===== src/rtl/mem_ctrl_pkg.sv =====
// mem_ctrl_pkg: state encoding, requester IDs and access size codes for mem_ctrl
package mem_ctrl_pkg;
  typedef enum logic [1:0] {IDLE, RD, WR, DONE} state_e;
  typedef enum logic {REQ_IF, REQ_LS} req_e;
  localparam logic [1:0] SZ_BYTE = 2'b00;
  localparam logic [1:0] SZ_HALF = 2'b01;
  localparam logic [1:0] SZ_WORD = 2'b10;
  function automatic logic [2:0] size_len(input logic [1:0] size);
    return size == SZ_BYTE ? 3'd1 : size == SZ_HALF ? 3'd2 : 3'd4;
  endfunction
endpackage


===== src/rtl/mem_ctrl.sv =====
// mem_ctrl: arbitrates fetch and load/store requests onto the byte-wide memory bus
module mem_ctrl
  import mem_ctrl_pkg::*;
(
  input  logic        clk_in,
  input  logic        rst_in,
  input  logic        rdy_in,
  input  logic        if_req,
  input  logic [31:0] if_addr,
  input  logic        if_flush,
  output logic        if_done,
  output logic [31:0] if_data,
  input  logic        ls_req,
  input  logic        ls_we,
  input  logic [1:0]  ls_size,
  input  logic [31:0] ls_addr,
  input  logic [31:0] ls_wdata,
  output logic        ls_done,
  output logic [31:0] ls_rdata,
  input  logic [7:0]  ram_din,
  output logic [7:0]  ram_dout,
  output logic [31:0] ram_a,
  output logic        ram_wr
);
  state_e state_q, state_d;
  req_e id_q, id_d;
  logic [2:0] cnt_q, cnt_d, len_q, len_d, nxt;
  logic [1:0] cap_idx;
  logic [31:0] addr_q, addr_d, wdata_q, wdata_d, data_q, data_d, ram_a_q, ram_a_d;
  logic [7:0] dout_q, dout_d;
  logic wr_q, wr_d, if_done_q, if_done_d, ls_done_q, ls_done_d;
  logic ls_store;

  assign nxt = cnt_q + 3'd1;
  assign cap_idx = 2'(cnt_q - 3'd1);
  assign ls_store = ls_req && ls_we;

  always_comb begin
    state_d = state_q;
    id_d = id_q;
    cnt_d = cnt_q;
    len_d = len_q;
    addr_d = addr_q;
    wdata_d = wdata_q;
    data_d = data_q;
    ram_a_d = ram_a_q;
    dout_d = dout_q;
    wr_d = wr_q;
    if_done_d = if_done_q;
    ls_done_d = ls_done_q;
    unique case (state_q)
      IDLE: if (ls_req || (if_req && !if_flush)) begin
        id_d = ls_req ? REQ_LS : REQ_IF;
        addr_d = ls_req ? ls_addr : if_addr;
        wdata_d = ls_wdata;
        len_d = size_len(ls_req ? ls_size : SZ_WORD);
        cnt_d = 3'd0;
        data_d = 32'd0;
        ram_a_d = ls_req ? ls_addr : if_addr;
        wr_d = ls_store;
        dout_d = ls_store ? ls_wdata[7:0] : 8'h00;
        state_d = ls_store ? WR : RD;
      end
      RD: if (id_q == REQ_IF && if_flush) begin
        state_d = IDLE;
        cnt_d = 3'd0;
        ram_a_d = 32'd0;
      end else begin
        // the byte on ram_din belongs to the address issued one cycle earlier
        if (cnt_q != 3'd0) data_d[{cap_idx, 3'b000} +: 8] = ram_din;
        cnt_d = nxt;
        ram_a_d = nxt < len_q ? addr_q + 32'(nxt) : 32'd0;
        if (cnt_q == len_q) begin
          state_d = DONE;
          cnt_d = 3'd0;
          if_done_d = id_q == REQ_IF;
          ls_done_d = id_q == REQ_LS;
        end
      end
      WR: if (nxt < len_q) begin
        cnt_d = nxt;
        ram_a_d = addr_q + 32'(nxt);
        dout_d = wdata_q[{nxt[1:0], 3'b000} +: 8];
      end else begin
        state_d = DONE;
        cnt_d = 3'd0;
        ram_a_d = 32'd0;
        wr_d = 1'b0;
        dout_d = 8'h00;
        ls_done_d = 1'b1;
      end
      DONE: begin
        state_d = IDLE;
        if_done_d = 1'b0;
        ls_done_d = 1'b0;
      end
    endcase
  end

  always_ff @(posedge clk_in) begin
    if (rst_in) begin
      state_q <= IDLE;
      id_q <= REQ_IF;
      cnt_q <= 3'd0;
      len_q <= 3'd0;
      addr_q <= 32'd0;
      wdata_q <= 32'd0;
      data_q <= 32'd0;
      ram_a_q <= 32'd0;
      dout_q <= 8'h00;
      wr_q <= 1'b0;
      if_done_q <= 1'b0;
      ls_done_q <= 1'b0;
    end else if (rdy_in) begin
      state_q <= state_d;
      id_q <= id_d;
      cnt_q <= cnt_d;
      len_q <= len_d;
      addr_q <= addr_d;
      wdata_q <= wdata_d;
      data_q <= data_d;
      ram_a_q <= ram_a_d;
      dout_q <= dout_d;
      wr_q <= wr_d;
      if_done_q <= if_done_d;
      ls_done_q <= ls_done_d;
    end
  end

  assign if_done = if_done_q;
  assign ls_done = ls_done_q;
  assign if_data = data_q;
  assign ls_rdata = data_q;
  assign ram_a = ram_a_q;
  assign ram_dout = dout_q;
  assign ram_wr = wr_q;
endmodule


===== config.mk =====
export PLATFORM = sky130hd
export DESIGN_NAME = mem_ctrl
export DESIGN_NICKNAME = d
export VERILOG_FILES = /design/src/rtl/mem_ctrl_pkg.sv /design/src/rtl/mem_ctrl.sv
export SDC_FILE = /design/constraint.sdc
export NUM_CORES = 1
export LEC_CHECK = 0
export ABC_AREA = 0
export BUFFER_PORTS_ARGS = -buffer_cell sky130_fd_sc_hd__clkbuf_2
export CORE_MARGIN = 8
export CORE_UTILIZATION = 42
export CTS_CLUSTER_SIZE = 14
export DETAILED_ROUTE_END_ITERATION = 8
export PLACE_DENSITY_LB_ADDON = 0.05
export SYNTH_ARGS = -nofsm -noshare
export SYNTH_HDL_FRONTEND = slang
export SYNTH_SLANG_ARGS = --single-unit

===== constraint.sdc =====
create_clock -name clk_in -period 2.4 [get_ports clk_in]
set_input_delay 0.12 -clock clk_in [delete_from_list [all_inputs] [get_ports clk_in]]
set_output_delay 0.12 -clock clk_in [all_outputs]
set_load 0.005 [all_outputs]

==> results of run 1 <==
## area by class of cell
type,count,share of cell area
tap,229,0.02740
clock buffer,20,0.04175
clock inverter,11,0.01232
timing repair buffer,330,0.2042
sequential,148,0.2840
multi-input combinational,642,0.4234
inverter,18,0.006939
## state kept, by name, summed over array words and instances (netlist names)
register,cells
addr_q,32
state_q,2
if_done,1
cnt_q,3
ram_a,32
if_data,32
len_q,3
ls_done,1
id_q,1
ram_dout,8
wdata_q,32
ram_wr,1
## cell usage after synthesis, drive strengths merged (2+ instances only)
cell type	number
mux2	7
nor4	16
a22o	8
o21a	4
or2	4
nor3b	3
and3	4
a211oi	50
o31a	7
a311oi	2
nor2b	22
a21o	4
a31oi	5
nand3b	2
or4b	2
nand2b	3
clkbuf	47
mux4	8
o211ai	2
o21ai	30
and4	8
buf	45
o31ai	4
a221oi	2
nand4	9
nor4b	4
a21oi	73
nor2	123
a32oi	9
xnor2	4
a211o	4
dfxtp	148
mux2i	36
or4	2
nand3	13
xor2	9
nor3	23
nand2	87
ha	16
a22oi	17
inv	18
or3	3
## power by group through the flow
stage / Clock, mW / Sequential [mW] / Combinational [mW]
floorplan: 0 / 2.85 / 0.818
global placement: 0 / 2.89 / 1.40
detailed placement: 0 / 2.89 / 1.40
CTS: 2.67 / 2.84 / 1.46
global route: 2.77 / 2.87 / 1.66
finish: 2.62 / 2.85 / 1.49
## through the flow
stage	worst slack, ps	setup TNS (ps)	hold slack [ps]	area, um^2
after CTS	-10.16	-10.16	6.901	10230
after detailed placement	-93.40	-711.6	349.9	9195
final	-4.988	-4.988	16.04	10460
after global placement	-35.26	-74.99	345.9	9195
after global routing	-140.9	-1180	30.04	10460
after floorplan	7.086	0	245.7	7717
## logic make-up after synthesis
kind of cell,share of synthesized area
flops,0.3859
buf+inv,0.07317
compound gates,0.2037
fa+ha+maj,0.02868
xor+xnor,0.01483
simple gates,0.2130
mux,0.08067
## worst paths after layout
| check | from | endpoint | slack (ps) |
|---|---|---|---|
| min reg2reg | wdata_q[17] | wdata_q[17] | 450 |
| min | rst_in | if_data[29] | 20 |
| max | cnt_q[0] | ram_a[27] | -5 |
| max reg2reg | cnt_q[0] | ram_a[27] | -5 |
## routing by layer
metal / vias up / part of all wire
met4: 0 / 0.016
met2: 244 / 0.46
met5: - / 0
li1: 3741 / -
met1: 3543 / 0.45
met3: 30 / 0.076
## timing repair
action                                 CTS  global route
setup buffers                            2             1
endpoints found under the hold margin   41             0
pin swaps                                7            25
hold buffers                            41             0
setup endpoints to repair               14            65
gates resized for setup                 12            45
==> results by group, run 1 <==
Run status
  – Outcome: complete, but fails checks
  – Failing checks: setup timing

Timing
  – Setup Skew: 12.68 ps
  – Fin worst setup slack: -4.988 ps
  – Min Tclk post-route: 2405 ps
  – Worst relative slew slack: 0.5529
  – Worst Max-Slew Pin Slew: 668.2 ps
  – Max Fclk: 415.8 MHz
  – Final setup viols: 1
  – Slew Limit Fails: 0
  – RSZ-0062 raised after global routing: true
  – Crit share post-route: 1.002
  – Final Hold Fails: 0

Logic synthesis
  – Syn Nets: 1,030
  – Cell Area, Synth: 7677 um^2
  – Warnings, synthesis: 0
  – Seq/Total Area, Yosys: 0.3859
  – Post-synth EDFFs: 0
  – Syn Area/Cell: 8.530 um^2
  – Synth Instances: 900
  – Yosys top cell by area: dfxtp_1
  – Synthesis-stage register bit count: 148
  – Main flop type after synthesis: dfxtp_1
  – Fraction of registers with async set/reset: 0
  – Top cell type's share of synthesized area: 0.3859
  – Post-synthesis cell type count: 68
  – Top post-synthesis cells by area: dfxtp_1, nor2_1, a21oi_1

Critical path
  – Critical path start-end classification: reg2reg
  – Critical path peak fanout: 5
  – CP Depth: 10
  – Crit path required time: 2760 ps
  – CP Capture Type: flop
  – Max incr delay on CP: 530 ps
  – Most Frequent Cell on Critical Path: ha_4
  – Cell family with most CP delay: simple AND/OR/NAND/NOR gates
  – Critical path buffers and inverters: 1
  – Critical path's slowest cell: or4b_1
  – Worst path cell trace: ha_4 > inv_4 > nor2_4 > or2_4 > ha_4 > o211ai_1 > nor2_1 > nand4_1 > or4b_1 > a21oi_1
  – Reg2Reg Depth: 10
  – Critical Path AT: 2760 ps
  – Startpoint types: flop

Pwr
  – Power, Total: 6.959 mW
  – Peak VDD IR: 562.1 uV
  – Leakage: 4.396 nW
  – Cell Pwr Density: 665.4 nW/um^2
  – Switching Share: 0.3005
  – Cell-internal power: 4.868 mW
  – Power share of the clock group: 0.377
  – Flop pwr share: 0.409
  – Combinational share of power: 0.214
  – Sw Pwr: 2.091 mW

Die
  – DIE AREA: 22,860 um^2
  – Core Area: 17,960 um^2
  – # rows: 49
  – Die Width: 151.2 um
  – IO Pins: 220
  – Chip height: 151.2 um
  – Initial core utilization: 0.4274

Clocking
  – Clock Tree Buf Depth: 2
  – Sink Count: 148
  – H-Tree Level Count: 4
  – Worst skew pair latency: 430 ps
  – TritonCTS buffer count: 17
  – TritonCTS clock tree: built
  – Clock slew at reported path FFs: 60 ps
  – Root buffer cell: clkbuf_16

Global routing
  – Met1 global-route usage: 0.2886
  – Total grt overflow: 0
  – Vias in the first global route: 7,312
  – Met3 Use GR: 0.05049
  – Largest net degree at the start of global routing: 126
  – GR Layer Usage met2: 0.3364
  – GRT Total Usage: 0.2158
  – Grt peak-use layer: met2
  – First-pass GRT wire length: 38.89 mm
  – Initial antenna violation count: 0

Drt
  – Routed Antenna Nets: 0
  – Via count: 7,558
  – DR iter-0 viols: 428
  – Wire per inst: 17.92 um
  – Post-Route WL: 25.05 mm
  – Vias per cell: 5.406
  – Total iterations of the first detailed-routing run: 5
  – DRC Markers: 0

Cells and area
  – Cell Count, Final, Fillers Out: 1,398
  – Nets: 1,287
  – Layout Utilization: 0.5822
  – Commonest cells after routing, fill and taps aside: clkbuf_2, dfxtp_1, nor2_1, nand2_1, a21oi_1
  – Reg area: 2970 um^2
  – Layout cell share with drive strength beyond 1: 0.3370
  – FILL cells: 1,723
  – Area of the multi-input gates: 4428 um^2
  – Synthesis-to-layout area growth: 36.23%
  – Most common cell after layout, fill and taps aside: clkbuf_2
  – Antenna Diode Count: 0

Place
  – GP Congestion: 0.8792
  – Number of port buffers: 219
  – DP HPWL: 18.18 mm
  – Placed Cells: 1,323

Worst hold path
  – Hold path cells: 2
  – Hold Crit Class: in2reg

Job
  – Maxcap violations: 0
No activity file was read; power rests on OpenSTA's default activity.
==> run 2: changes to the inputs <==
- PLACE_DENSITY_LB_ADDON: 0.05 -> 0.1
- SLEW_MARGIN: default -> 20
==> run 2 against run 1 <==
Effect of this change: worst setup slack lost 98 ps; utilization shrank 0.097 points; clock skew shrank 3.8 ps; the run still ends with setup timing left; global-route usage grew 0.076 points; clock-buffer cell count shrank 1; wire length grew 1.5%; sequential cell count is the same; critical path type unchanged; sequential share of layout area is essentially flat; hold slack gained 9.4 ps; total power shrank 1.9%.
==> results by group, run 2 (synthesis results as in run 1) <==
Critical path
  – Most Frequent Cell on Critical Path: ha_4
  – Worst Setup EP: ram_a[27]
  – Critical path's slowest cell: or4b_4
  – CP Launch Point: cnt_q[1]
  – Worst path cell trace: ha_4 > inv_4 > nor2_4 > or2_4 > ha_4 > o211ai_1 > nor2_2 > nand4_1 > or4b_4 > a21oi_2
  – Max incr delay on CP: 580 ps
  – Crit path required time: 2760 ps
  – R2R setup slack: -100 ps
  – FF-to-FF Start: cnt_q[1]
  – Startpoint types: flop
  – Cell family with most CP delay: simple AND/OR/NAND/NOR gates
  – Critical path start-end classification: reg2reg
  – Critical path buffers and inverters: 1
  – Critical path peak fanout: 5
  – Critical Path AT: 2870 ps
  – Reg2reg end: ram_a[27]
  – CP Depth: 10
  – Reg2Reg Depth: 10
  – CP Capture Type: flop

Clocking
  – Clock Tree Buf Depth: 2
  – Sink Count: 148
  – Worst skew pair latency: 430 ps
  – H-Tree Level Count: 4
  – Clock slew at reported path FFs: 60 ps
  – TritonCTS clock tree: built
  – Root buffer cell: clkbuf_16
  – TritonCTS buffer count: 17

Drt
  – Post-Route WL: 25.42 mm
  – Total iterations of the first detailed-routing run: 5
  – Wire per inst: 18.22 um
  – DRC Markers: 0
  – Vias per cell: 5.452
  – Routed Antenna Nets: 0
  – Via count: 7,606
  – DR iter-0 viols: 471

Place
  – DP Worst Slack: -81.78 ps
  – GP Congestion: 0.8103
  – Number of port buffers: 219
  – DP HPWL: 17.80 mm

Cells and area
  – Antenna Diode Count: 0
  – FILL cells: 1,630
  – Area of the multi-input gates: 4438 um^2
  – Commonest cells after routing, fill and taps aside: clkbuf_2, dfxtp_1, nor2_1, nand2_1, a21oi_1
  – Reg area: 2970 um^2
  – Synthesis-to-layout area growth: 36.00%
  – Nets: 1,283
  – Most common cell after layout, fill and taps aside: clkbuf_2
  – Layout cell share with drive strength beyond 1: 0.3396

Pwr
  – Leakage: 4.417 nW
  – Power share of the clock group: 0.370
  – Cell Pwr Density: 653.8 nW/um^2
  – Cell-internal power: 4.754 mW
  – Peak VDD IR: 513.5 uV
  – Flop pwr share: 0.416
  – Sw Pwr: 2.072 mW
  – Power, Total: 6.826 mW
  – Combinational share of power: 0.214
  – Switching Share: 0.3035

Timing
  – RSZ-0062 raised after global routing: true
  – Worst relative slew slack: 0.5807
  – Min Tclk post-route: 2503 ps
  – Slew Limit Fails: 0
  – Worst Max-Slew Pin Slew: 629.0 ps
  – Setup Skew: 8.900 ps
  – Final Hold Fails: 0
  – Fin worst setup slack: -103.1 ps
  – Max Fclk: 399.5 MHz
  – Final setup viols: 3
  – Crit share post-route: 1.043

Worst hold path
  – Hold Crit Class: in2reg

Die
  – DIE AREA: 22,860 um^2
  – Die Width: 151.2 um
  – Core Area: 17,960 um^2
  – Initial core utilization: 0.4274
  – IO Pins: 220
  – Chip height: 151.2 um
  – # rows: 49

Run status
  – Failing checks: setup timing
  – Outcome: complete, but fails checks

Global routing
  – Initial antenna violation count: 0
  – Vias in the first global route: 7,430
  – First-pass GRT wire length: 39.05 mm
  – Total grt overflow: 0
  – GRT Total Usage: 0.2166
  – Largest net degree at the start of global routing: 69

Job
  – Maxcap violations: 0
## run 2: changes by cell type in the layout (fill, tap and decap cells not counted), moves of 3 or more
cell / previous run / this run
buf_4: 58 / 53
nor4_2: 3 / 7
clkinv_2: 2 / 5
clkinvlp_4: 2 / 5
nor4_1: 8 / 5
## run 2: per-layer routing
layer | global-route usage | part of all wire | vias up | wire length (um)
li1 | - | - | 3727 | -
met1 | 0.2753 | 0.43 | 3557 | 11000
met2 | 0.3582 | 0.47 | 283 | 11950
met3 | 0.04960 | 0.079 | 39 | 2006
met4 | 0.06482 | 0.018 | 0 | 466
met5 | 0 | 0 | - | 0
## run 2: metrics by stage
| step | utilization | cells | instance area (um^2) | setup TNS (ps) | hold slack (ps) |
|---|---|---|---|---|---|
| 6_report | 0.5813 | 1395 | 10440 | -142.6 | 25.40 |
| 2_1_floorplan | - | 900 | 7717 | 0 | 245.7 |
| 3_3_place_gp | 0.5056 | 1308 | 9082 | -38.49 | 342.7 |
| 3_5_place_dp | 0.5056 | 1308 | 9082 | -410.3 | 345.3 |
| 4_1_cts | 0.5622 | 1382 | 10100 | -72.80 | 20.55 |
| 5_1_grt | 0.5813 | 1395 | 10440 | -1209 | 49.66 |
## run 2: timing repair
item,in CTS,in global routing
setup endpoints to repair,10,56
endpoints found under the hold margin,41,0
gates cloned,1,1
hold buffers,41,0
pin swaps,0,34
setup buffers,0,13
gates resized for setup,5,54
## run 2: final cells by class
type                       instances  area share
multi-input combinational        643      0.4250
sequential                       148      0.2845
timing repair buffer             325      0.2034
clock buffer                      19     0.04242
tap                              229     0.02744
clock inverter                    13     0.01055
inverter                          18    0.006711
## run 2: worst reg2reg max path: cells and delay by family (launching register included)
| family | cells | cell delay, ps |
|---|---|---|
| AO/OA/AOI/OAI | 2 | 300 |
| AND/OR/NAND/NOR | 5 | 1270 |
| adder cells (fa/ha/maj) | 2 | 450 |
| flip-flops | 1 | 360 |
| buffers and inverters | 1 | 60 |
## run 2: power by group through the flow
| stage | logic [mW] | clock network [mW] | registers [mW] |
|---|---|---|---|
| floorplan | 0.818 | 0 | 2.85 |
| global placement | 1.34 | 0 | 2.89 |
| detailed placement | 1.36 | 0 | 2.89 |
| CTS | 1.42 | 2.57 | 2.84 |
| global route | 1.62 | 2.68 | 2.87 |
| finish | 1.46 | 2.53 | 2.84 |
## run 2: how the worst min path moves through the flow
stage | from | to | depth (start not counted)
detailed placement | ram_din[5] | if_data[5] | 2
global placement | ram_din[4] | if_data[4] | 2
CTS | if_addr[11] | addr_q[11] | 3
global route | ls_we | state_q[1] | 3
floorplan | ram_din[0] | if_data[0] | 1
finish | if_addr[11] | addr_q[11] | 3
==> run 3: changes to the inputs <==
- CTS_BUF_LIST: default -> sky130_fd_sc_hd__clkbuf_4
==> run 3 against run 2 <==
Effect of this change: the run still ends with setup timing left; worst setup slack improved by 13 ps; critical endpoint unchanged; first-iteration DRC count grew 5.1%; cell count rose by 4.4%; utilization increased by 1.7 points; maximum frequency is 0.54% higher.
==> results by group, run 3 (synthesis results as in run 1) <==
Critical path
  – CP Capture Type: flop
  – Critical path start-end classification: reg2reg
  – FF-to-FF Start: cnt_q[0]
  – Max incr delay on CP: 580 ps
  – Cell family with most CP delay: simple AND/OR/NAND/NOR gates
  – CP Depth: 10
  – Startpoint types: flop
  – Reg2Reg Depth: 10
  – Critical Path AT: 2990 ps
  – CP Launch Point: cnt_q[0]
  – Crit path required time: 2900 ps
  – Reg2reg end: ram_a[27]
  – Critical path buffers and inverters: 1
  – Critical path's slowest cell: or4b_4
  – Worst Setup EP: ram_a[27]
  – R2R setup slack: -90 ps
  – Critical path peak fanout: 4
  – Worst path cell trace: ha_4 > inv_4 > nor2_2 > or2_4 > ha_4 > o211ai_1 > nor2_2 > nand4_1 > or4b_4 > a21oi_2

Clocking
  – Worst skew pair latency: 570 ps
  – Clock slew at reported path FFs: 120 ps
  – TritonCTS clock tree: built
  – H-Tree Level Count: 4
  – Sink Count: 148
  – TritonCTS buffer count: 17
  – Clock Tree Buf Depth: 2
  – Root buffer cell: clkbuf_4

Global routing
  – Vias in the first global route: 7,740
  – GRT Total Usage: 0.2248
  – Initial antenna violation count: 1
  – Largest net degree at the start of global routing: 69
  – First-pass GRT wire length: 40.57 mm
  – Total grt overflow: 0

Timing
  – Total Neg Setup Slack: -113.2 ps
  – Max Fclk: 401.6 MHz
  – RSZ-0062 raised after global routing: true
  – Min Tclk post-route: 2490 ps
  – Fin worst setup slack: -89.78 ps
  – Crit share post-route: 1.037
  – Setup Skew: 23.80 ps
  – Fin Hold WS: 33.73 ps
  – Final Hold Fails: 0
  – Final setup viols: 5
  – Slew Limit Fails: 0
  – Worst relative slew slack: 0.5950
  – Worst Max-Slew Pin Slew: 607.5 ps

Die
  – IO Pins: 220
  – Chip height: 151.2 um
  – Die Width: 151.2 um
  – Core Area: 17,960 um^2
  – DIE AREA: 22,860 um^2
  – # rows: 49
  – Initial core utilization: 0.4274

Place
  – Number of port buffers: 219
  – DP HPWL: 17.80 mm
  – DP Worst Slack: -81.78 ps
  – GP Congestion: 0.8103

Run status
  – Failing checks: setup timing
  – Outcome: complete, but fails checks

Worst hold path
  – Hold Crit Class: in2reg

Pwr
  – Peak VDD IR: 366.6 uV
  – Leakage: 4.506 nW
  – Power, Total: 5.859 mW
  – Cell Pwr Density: 545.6 nW/um^2

Drt
  – Via count: 7,891
  – Routed Antenna Nets: 0
  – Total iterations of the first detailed-routing run: 5
  – Wire per inst: 17.96 um
  – Post-Route WL: 26.17 mm
  – DR iter-0 viols: 495
  – Vias per cell: 5.416
  – DRC Markers: 0

Cells and area
  – Nets: 1,343
  – Layout cell share with drive strength beyond 1: 0.3230
  – Commonest cells after routing, fill and taps aside: clkbuf_2, dfxtp_1, nor2_1, dlygate4sd3_1, nand2_1
  – Synthesis-to-layout area growth: 39.88%
  – Most common cell after layout, fill and taps aside: clkbuf_2

Job
  – Maxcap violations: 0
[run 3: cell count changes in the layout (fill, tap and decap cells not counted), moves of 2 or more]
cell / change
clkbuf_16: -17
buf_4: -2
diode_2: +2
nor4_2: +2
dlygate4sd3_1: +60
clkbuf_4: +18
[run 3: worst min-delay path by stage]
stage / start / to / slack [ps] / depth (start not counted)
2_1_floorplan: ram_din[0] / if_data[0] / 250 / 1
3_3_place_gp: ram_din[4] / if_data[4] / 340 / 2
3_5_place_dp: ram_din[5] / if_data[5] / 350 / 2
4_1_cts: if_addr[25] / addr_q[25] / 9 / 4
5_1_grt: if_addr[1] / addr_q[1] / 20 / 3
6_report: if_addr[25] / addr_q[25] / 30 / 4
[run 3: power breakdown]
part	leakage, nW	switching (mW)	total (mW)	internal (mW)
Sequential	1.21	0.176	2.84	2.66
Clock	0.127	0.949	1.46	0.513
Combinational	3.17	0.837	1.56	0.721
[run 3: final cells by class]
| type | count | area (um^2) |
|---|---|---|
| multi-input cells | 643 | 4418 |
| well taps | 229 | 286.5 |
| flip-flops and latches | 148 | 2970 |
| repair buffers | 385 | 2740 |
| inverters | 18 | 70.07 |
| fillers | 1618 | 7224 |
| clock inverters | 14 | 113.9 |
| clock buffers | 18 | 135.1 |
| diodes | 2 | 5.005 |
[run 3: tightest hold or removal path, cell delays in order]
cell      delay [ps]
clkbuf_2          90
mux2_2           160
a211oi_1          50
nor3_1           110
[run 3: repair_timing]
action | 4_1_cts | 5_1_grt
setup endpoints to repair | 11 | 49
hold buffers | 101 | 0
setup buffers | 1 | 12
cloned | 1 | 1
pin swaps | 4 | 28
resized for setup | 12 | 45
endpoints found under the hold margin | 96 | 0
[run 3: through the flow]
step,std cells,utilization,area (um^2)
floorplan,900,-,7717
global placement,1308,0.5056,9082
detailed placement,1308,0.5056,9082
CTS,1443,0.5808,10430
global route,1457,0.5978,10740
finish,1457,0.5978,10740
[run 3: metal layers]
metal  part of all wire  GRT usage
met5                  0          0
met4              0.014    0.05641
met3              0.081    0.05557
met2               0.48     0.3778
met1               0.43     0.2823
